### src/rtl/mult_div_unit.sv
// Iterative radix-2 multiply/divide unit: shift-add multiply and restoring divide,
// one bit per cycle, with a start/busy/done handshake and HI/LO result registers.
module mult_div_unit #(
    parameter int WIDTH = 32
) (
    input  logic             clk,
    input  logic             rst_n,
    input  logic             start,
    input  logic [1:0]       op,
    input  logic [WIDTH-1:0] a,
    input  logic [WIDTH-1:0] b,
    output logic             busy,
    output logic             done,
    output logic [WIDTH-1:0] hi,
    output logic [WIDTH-1:0] lo,
    output logic             div_by_zero
);

    localparam int CW = $clog2(WIDTH + 1);

    typedef enum logic [1:0] {
        IDLE,
        CALC,
        DONE
    } state_t;

    state_t             state;
    logic [CW-1:0]      cnt;
    logic               is_div;
    logic               neg_res;
    logic               neg_rem;
    logic               b_zero;
    logic [WIDTH-1:0]   a_orig;
    logic [WIDTH-1:0]   opnd;
    logic [2*WIDTH-1:0] acc;
    logic [WIDTH-1:0]   rem;

    logic               accept;
    logic               a_neg;
    logic               b_neg;
    logic [WIDTH-1:0]   a_mag;
    logic [WIDTH-1:0]   b_mag;
    logic [WIDTH:0]     mul_sum;
    logic [WIDTH:0]     div_shift;
    logic [WIDTH-1:0]   div_diff;
    logic               div_ge;
    logic [2*WIDTH-1:0] prod_fix;
    logic [WIDTH-1:0]   quo_fix;
    logic [WIDTH-1:0]   rem_fix;

    assign busy   = (state == CALC);
    assign done   = (state == DONE);
    assign accept = start && (state != CALC);

    always_comb begin
        a_neg = op[0] & a[WIDTH-1];
        b_neg = op[0] & b[WIDTH-1];
        a_mag = a_neg ? (~a + 1'b1) : a;
        b_mag = b_neg ? (~b + 1'b1) : b;

        // Multiply: acc holds {partial product, remaining multiplier bits}.
        mul_sum = {1'b0, acc[2*WIDTH-1:WIDTH]} + (acc[0] ? {1'b0, opnd} : '0);

        // Divide: acc[WIDTH-1:0] shifts dividend out and quotient bits in.
        // The true difference always fits WIDTH bits, so only the low word is kept.
        div_shift = {rem, acc[WIDTH-1]};
        div_ge    = (div_shift >= {1'b0, opnd});
        div_diff  = div_shift[WIDTH-1:0] - opnd;

        prod_fix = neg_res ? (~acc + 1'b1) : acc;
        quo_fix  = neg_res ? (~acc[WIDTH-1:0] + 1'b1) : acc[WIDTH-1:0];
        rem_fix  = neg_rem ? (~rem + 1'b1) : rem;
    end

    always_ff @(posedge clk or negedge rst_n) begin
        if (!rst_n) begin
            state       <= IDLE;
            cnt         <= '0;
            is_div      <= 1'b0;
            neg_res     <= 1'b0;
            neg_rem     <= 1'b0;
            b_zero      <= 1'b0;
            a_orig      <= '0;
            opnd        <= '0;
            acc         <= '0;
            rem         <= '0;
            hi          <= '0;
            lo          <= '0;
            div_by_zero <= 1'b0;
        end else begin
            case (state)
                IDLE, DONE: begin
                    if (accept) begin
                        state       <= CALC;
                        cnt         <= '0;
                        is_div      <= op[1];
                        neg_res     <= a_neg ^ b_neg;
                        neg_rem     <= a_neg;
                        b_zero      <= (b == '0);
                        a_orig      <= a;
                        opnd        <= op[1] ? b_mag : a_mag;
                        acc         <= op[1] ? {{WIDTH{1'b0}}, a_mag} : {{WIDTH{1'b0}}, b_mag};
                        rem         <= '0;
                        div_by_zero <= 1'b0;
                    end else begin
                        state <= IDLE;
                    end
                end
                CALC: begin
                    if (cnt == CW'(WIDTH)) begin
                        // Extra cycle after the last bit applies signs and the b==0 override.
                        state <= DONE;
                        if (!is_div) begin
                            hi <= prod_fix[2*WIDTH-1:WIDTH];
                            lo <= prod_fix[WIDTH-1:0];
                        end else if (b_zero) begin
                            hi          <= a_orig;
                            lo          <= '1;
                            div_by_zero <= 1'b1;
                        end else begin
                            hi <= rem_fix;
                            lo <= quo_fix;
                        end
                    end else begin
                        cnt <= cnt + 1'b1;
                        if (!is_div) begin
                            acc <= {mul_sum, acc[WIDTH-1:1]};
                        end else begin
                            acc[WIDTH-1:0] <= {acc[WIDTH-2:0], div_ge};
                            rem            <= div_ge ? div_diff : div_shift[WIDTH-1:0];
                        end
                    end
                end
                default: state <= IDLE;
            endcase
        end
    end

endmodule

### config.mk
export PLATFORM = sky130hd
export DESIGN_NAME = mult_div_unit
export DESIGN_NICKNAME = d
export VERILOG_FILES = /design/src/rtl/mult_div_unit.sv
export SDC_FILE = /design/constraint.sdc
export NUM_CORES = 1
export LEC_CHECK = 0
export ABC_AREA = 1
export ABC_CLOCK_PERIOD_IN_PS = 3400
export CAP_MARGIN = 20
export CORE_MARGIN = 8
export CORE_UTILIZATION = 50
export CTS_CLUSTER_SIZE = 28
export DETAILED_ROUTE_END_ITERATION = 7
export GPL_TIMING_DRIVEN = 0
export HOLD_SLACK_MARGIN = 0.1
export PLACE_DENSITY = 0.73
export SLEW_MARGIN = 25
export SYNTH_ARGS = -nofsm -noshare
export SYNTH_HDL_FRONTEND = slang
export SYNTH_SLANG_ARGS = --single-unit
### constraint.sdc
create_clock -name clk -period 3.4 [get_ports clk]
set_clock_uncertainty 0.05 [all_clocks]
set_input_delay 1.02 -clock clk [delete_from_list [all_inputs] [get_ports clk]]
set_output_delay 1.02 -clock clk [all_outputs]
set_load 0.02 [all_outputs]
Word-level counts from Yosys, hierarchy flattened
Index checks and enable logic that the tools add are counted.
W data, S select, Z words.
{"block": "word_totals", "ff_bits": 237, "output_inout_bits": 67}
{"block": "classes", "order_cmp": 1, "n_mux": 33, "n_addsub": 8, "n_eq_ne": 10, "n_reduce_logical": 11, "bitwise_logic": 8}
{"op": "$mux W32", "count": 17}
{"op": "$mux W64", "count": 3}
{"op": "$add A32 B1 Y32 const B", "count": 4}
{"op": "$not A32 Y32", "count": 4}
{"op": "$pmux W64 S2", "count": 1}
{"op": "$add A64 B1 Y64 const B", "count": 1}
{"op": "$not A64 Y64", "count": 1}
{"op": "$pmux W32 S2", "count": 1}
{"op": "$add A32 B32 Y33", "count": 1}
{"op": "$ge A33 B32 Y1", "count": 1}
{"op": "$logic_not A32 Y1", "count": 1}
{"op": "$sub A32 B32 Y32", "count": 1}
{"op": "$mux W6", "count": 2}
{"op": "$pmux W6 S2", "count": 1}
{"op": "$ne A2 B1 Y1 const B", "count": 4}
{"op": "$reduce_and A4 Y1", "count": 2}
{"op": "$add A6 B1 Y6 const B", "count": 1}
{"op": "$eq A6 B6 Y1 const B", "count": 1}
{"op": "$ne A2 B2 Y1 const B", "count": 3}
{"op": "$mux W1", "count": 5}
{"op": "$reduce_and A5 Y1", "count": 1}
{"op": "$pmux W2 S2", "count": 1}
{"op": "$reduce_and A2 Y1", "count": 2}
{"op": "$reduce_and A3 Y1", "count": 1}
{"op": "other kinds (10)", "count": 11}

Longest topological paths before layout
Gate-level depths: netlist of run 1.
{"block": "depth", "word_depth": 6, "mapped_depth": 17, "mapped_depth_nobuf": 17}

Worst setup path after synthesis of run 1
No wires, ideal clock.
{"block": "synth_timing", "path_type": "input to register", "start": "input port b[0]", "end": "register opnd[22]", "setup_time_ps": 132, "required_time_ps": 3218, "n_path_buf": 0, "arrival_ps": 2255, "path_slack_ps": 964, "stages": 11, "cell_sequence": "inv_1 -> ha_1 -> nand3_1 -> nor2_2 -> nand3_1 -> nand2_1 -> nand2_1 -> nand2_1 -> nand3_1 -> o211ai_1 -> o21ai_0"}
{"block": "synth_between", "elab_chain_len": 4}
{"element": "start, declared", "line": "11", "text": "input logic [WIDTH-1:0] b,"}
{"element": "$not A32 Y32", "line": "59", "text": "b_mag = b_neg ? (~b + 1'b1) : b;"}
{"element": "$add A32 B1 Y32", "line": "59"}
{"element": "$mux W32", "line": "59"}
{"element": "$mux W32", "line": "101", "text": "opnd <= op[1] ? b_mag : a_mag;"}
{"element": "end signal, assigned", "line": "101"}
{"element": "end, declared", "line": "34", "text": "logic [WIDTH-1:0] opnd;"}
No other way between the ends.
A chain may end at the register's enable or synchronous reset.

Final worst setup path of run 1
{"block": "layout_timing", "start": "input port op[0]", "end": "register opnd[22]"}
{"block": "layout_between", "elab_chain_len": 3}
{"element": "start, declared", "line": "9", "text": "input logic [1:0] op,"}
{"element": "$and A1 B1 Y1 (on tied branches)", "line": "56, 57"}
{"element": "$mux W32 (on tied branches)", "line": "58, 59"}
{"element": "$mux W32 *", "line": "101"}
Every way passes the cells marked *; elsewhere a longest branch is shown, timed or not.

==> results of run 1 <==
[repair_timing]
item,4_1_cts,5_1_grt
endpoints found under the setup margin,0,1
buffers inserted,0,2
gates resized for setup,0,2
[path summary, 6_finish.rpt]
check	start	endpoint	slack (ns)	depth (start not counted)
min reg2reg	hi[23]	hi[23]	0.44	2
min	rst_n	lo[10]	0.30	1
max	op[0]	opnd[22]	0.06	10
min in group clk	hi[23]	hi[23]	0.44	2
max in group asynchronous	rst_n	rem[16]	2.15	2
max reg2reg	acc[0]	acc[62]	0.20	14
[through the flow]
step            util  std cells
2_1_floorplan      -       3305
3_3_place_gp   0.552       3971
3_5_place_dp   0.553       3973
4_1_cts        0.575       4025
5_1_grt        0.576       4027
6_report       0.576       4027
[registers in the layout, indices dropped and copies added, names as in the netlist]
signal       cells
a_orig          32
acc             64
b_zero           1
cnt              6
div_by_zero      1
hi              32
is_div           1
lo              32
neg_rem          1
neg_res          1
opnd            32
rem             32
state            2
[layout make-up]
cell class | count | area, sq um | area share
Tap cell | 532 | 666 | 0.0285
Multi-Input combinational cell | 2557 | 12400 | 0.533
Clock buffer | 36 | 781 | 0.0334
Buffer | 108 | 480 | 0.0206
Sequential cell | 237 | 5930 | 0.254
Clock inverter | 16 | 118 | 0.00504
Inverter | 403 | 1510 | 0.0648
Timing Repair Buffer | 138 | 1420 | 0.0607
[cells by family (layout without fill, tap and decap cells)]
family,count (synthesis),after routing
AO/OA/AOI/OAI,503,503
XOR/XNOR,73,73
adder cells (fa/ha/maj),72,72
buffers and inverters,511,701
flip-flops,237,237
AND/OR/NAND/NOR,1909,1909
[cell usage in the layout, fill, tap and decap left out, drive strengths merged, types with 52 or more instances in the layout]
| cell | synthesis | final |
|---|---|---|
| inv | 402 | 402 |
| nand2 | 1031 | 1031 |
| xor2 | 52 | 52 |
| nand3 | 360 | 360 |
| clkbuf | 56 | 92 |
| ha | 70 | 70 |
| nor2 | 428 | 428 |
| a21oi | 195 | 195 |
| o21ai | 177 | 177 |
| dfrtp | 237 | 237 |
| clkdlybuf4s50 | 0 | 133 |
| buf | 52 | 57 |
[power by group through the flow]
stage                     combinational [mW]  clock, mW  sequential [mW]
after floorplan                         10.9          0             5.63
after global placement                  16.0          0             6.09
after detailed placement                16.3          0             6.11
after CTS                               16.4       2.97             6.07
after global routing                    18.5       3.08             6.25
final                                   16.9       2.98             6.21
[layer usage]
| layer | vias to the layer above | wire, um |
|---|---|---|
| met1 | 11300 | 36800 |
| met4 | 4 | 5710 |
| met2 | 1514 | 39800 |
| met5 | - | 27 |
| li1 | 11100 | - |
| met3 | 302 | 10300 |
==> results.py, run 1 <==
metrics = {
    "final_layout": {
        "areaGrowthSynthToFinish_pct": 14.7,
        "drive_gt1_frac": 0.0423,
        "n_fill_cell": 3980,
        "insertedDiodeCount": 0,
        "final_cell_area_sq_mm": 0.0233,
        "final_nets": 3614,
    },
    "clock_tree": {
        "cts_root_buf": "clkbuf_16",
        "clock_latency_late_sink_ns": 0.59,
        "ctsHtreeMaxLevel": 1,
        "cts-root-to-sink-buffers": 3,
        "cts_buffers": 28,
        "tritoncts_clock_tree": "yes",
        "path_clk_slew_ns": 0.06,
        "cts_num_sinks": 237,
        "cts-hold-fix-buffers": 0,
    },
    "power_and_ir_drop": {
        "post-layout-total-power_mw": 26.1,
        "internal-power_mw": 11.5,
        "power_density_mw_per_mm2": 1120,
        "power_switching_mw": 14.6,
        "power_frac_comb": 0.648,
        "total_leakage_power_nw": 11.6,
        "power.sequential.fraction": 0.238,
        "clock_power_share": 0.114,
        "max-vdd-ir-drop_v": 0.000774,
        "sw_frac_of_total": 0.559,
    },
    "global_routing": {
        "grt_pass1_wl_mm": 138,
        "maximum_number_of_pins_on_one_net_before_global_route_repair": 97,
        "grt_use_met2": 0.579,
        "global_route.usage.total": 0.378,
        "grt.overflow.total": 0,
        "global_route.usage.met1": 0.500,
        "antenna_found_initial": 4,
        "grt_most_used_layer": "met2",
        "groute.layer.met3.usage": 0.0764,
        "via_count_of_the_first_global_routing_pass": 22700,
    },
    "sta": {
        "setup_viol_count_final": 0,
        "timing_worst_slew_pin_value_ns": 0.900,
        "timing.final.crit_period_ns": 3.34,
        "layout_worst_path_cycle_share": 0.982,
        "worst_slack_ns": 0.0597,
        "setup_tns_ns": 0,
        "slew_viol_final": 0,
        "slew_headroom": 0.398,
        "hold_ws_ns": 0.304,
        "timing.final.hold_violations": 0,
        "rsz_0062_raised_after_global_routing": "no",
        "achievable-frequency_mhz": 299,
    },
    "status": {
        "run_status": "finished, final reports clean",
    },
    "setup_path": {
        "worst_ep_arrival_ns": 3.72,
        "worst-setup-path-type": "input pin to flip-flop",
        "path_delay_family": "buffers and inverters",
        "crit_path_cell_chain": "clkdlybuf4s50_1 > nand2_1 > clkbuf_1 > nor2_1 > nor2_4 > nand2_1 > nand2_1 > nand2_1 > o211ai_1 > o21ai_0",
        "critPathMostFrequentCell": "nand2_1",
        "worst_ep_required_time_ns": 3.78,
        "cp-start-kind": "input pin",
        "worst_path_max_delay_cell": "clkbuf_1",
        "largest_stage_delay_on_the_critical_path_ns": 0.58,
        "cp-end-kind": "flip-flop",
        "timing.critical_path.fanout_max": 10,
        "cp_buf_inv_count": 2,
    },
    "logic_synthesis": {
        "synth_simple_gate_area_frac": 0.392,
        "main_combinational_cell_family_by_area_after_synthesis": "simple AND/OR/NAND/NOR gates",
        "synth_nets": 3446,
        "synth_compound_gate_area_share": 0.142,
        "synthMuxAreaShare": 0,
        "yosys_register_bits": 237,
        "synth_edf_count": 0,
        "synth.yosys.warnings": 0,
        "synthesis.area_per_instance_sq_um": 6.16,
        "synth_xor_xnor_area_share": 0.0314,
        "synth_adder_area_share": 0.0450,
        "synth.top_cell.area_share": 0.291,
        "yosysSeqAreaShare": 0.291,
        "synthesized_instance_count": 3305,
        "asyncSetResetFlopFracSynth": 1.00,
        "synth_area_leader_cell": "dfrtp_1",
        "synth_top_area_cells": "dfrtp_1 29%, nand2_1 19%, nand3_1 8.8%",
        "synthFlopType": "dfrtp_1",
        "synthesis.area_sq_mm": 0.0204,
        "synth_cell_type_count": 49,
        "ys_top_cells_by_count": "1022 x nand2_1, 407 x nor2_1, 389 x inv_1",
        "post-synth-top-count-cell": "nand2_1",
    },
    "place": {
        "postPlaceCellArea_sq_mm": 0.0224,
        "globalplace.congestion": 1.09,
        "place.detailed.hpwl_mm": 76.3,
        "post-place-ws_ns": -0.531,
        "buffer_ports.inserted": 134,
    },
    "floorplanning": {
        "fp.dieH_um": 218,
        "placementRows": 74,
        "die_area_sq_mm": 0.0474,
        "floorplan.die.width_um": 218,
        "top_level_ports": 136,
        "initial_utilization": 0.502,
        "fp.coreArea_sq_mm": 0.0406,
    },
    "route": {
        "first_iter_violations": 3519,
        "detailed_routing_iteration_count_for_the_pre_antenna_repair_pass": 7,
        "detail_route.drc_violations": 0,
        "ant_nets": 0,
        "num_vias": 24200,
        "route.detailed.wl_per_inst_um": 23.0,
        "totalWireLength_mm": 92.6,
        "vias_per_cell": 6.02,
    },
    "worst_hold_path": {
        "worst_hold_path_type": "input pin to asynchronous set/reset pin",
    },
    "run": {
        "maxCapViolations": 0,
    },
}
(Power assumes the default switching activity.)
==> run 2, diff against run 1 <==
TNS_END_PERCENT = 50   (was not set)
==> results of run 2 <==
Same layout as run 1: the final DEF is identical, and so are final timing and power.
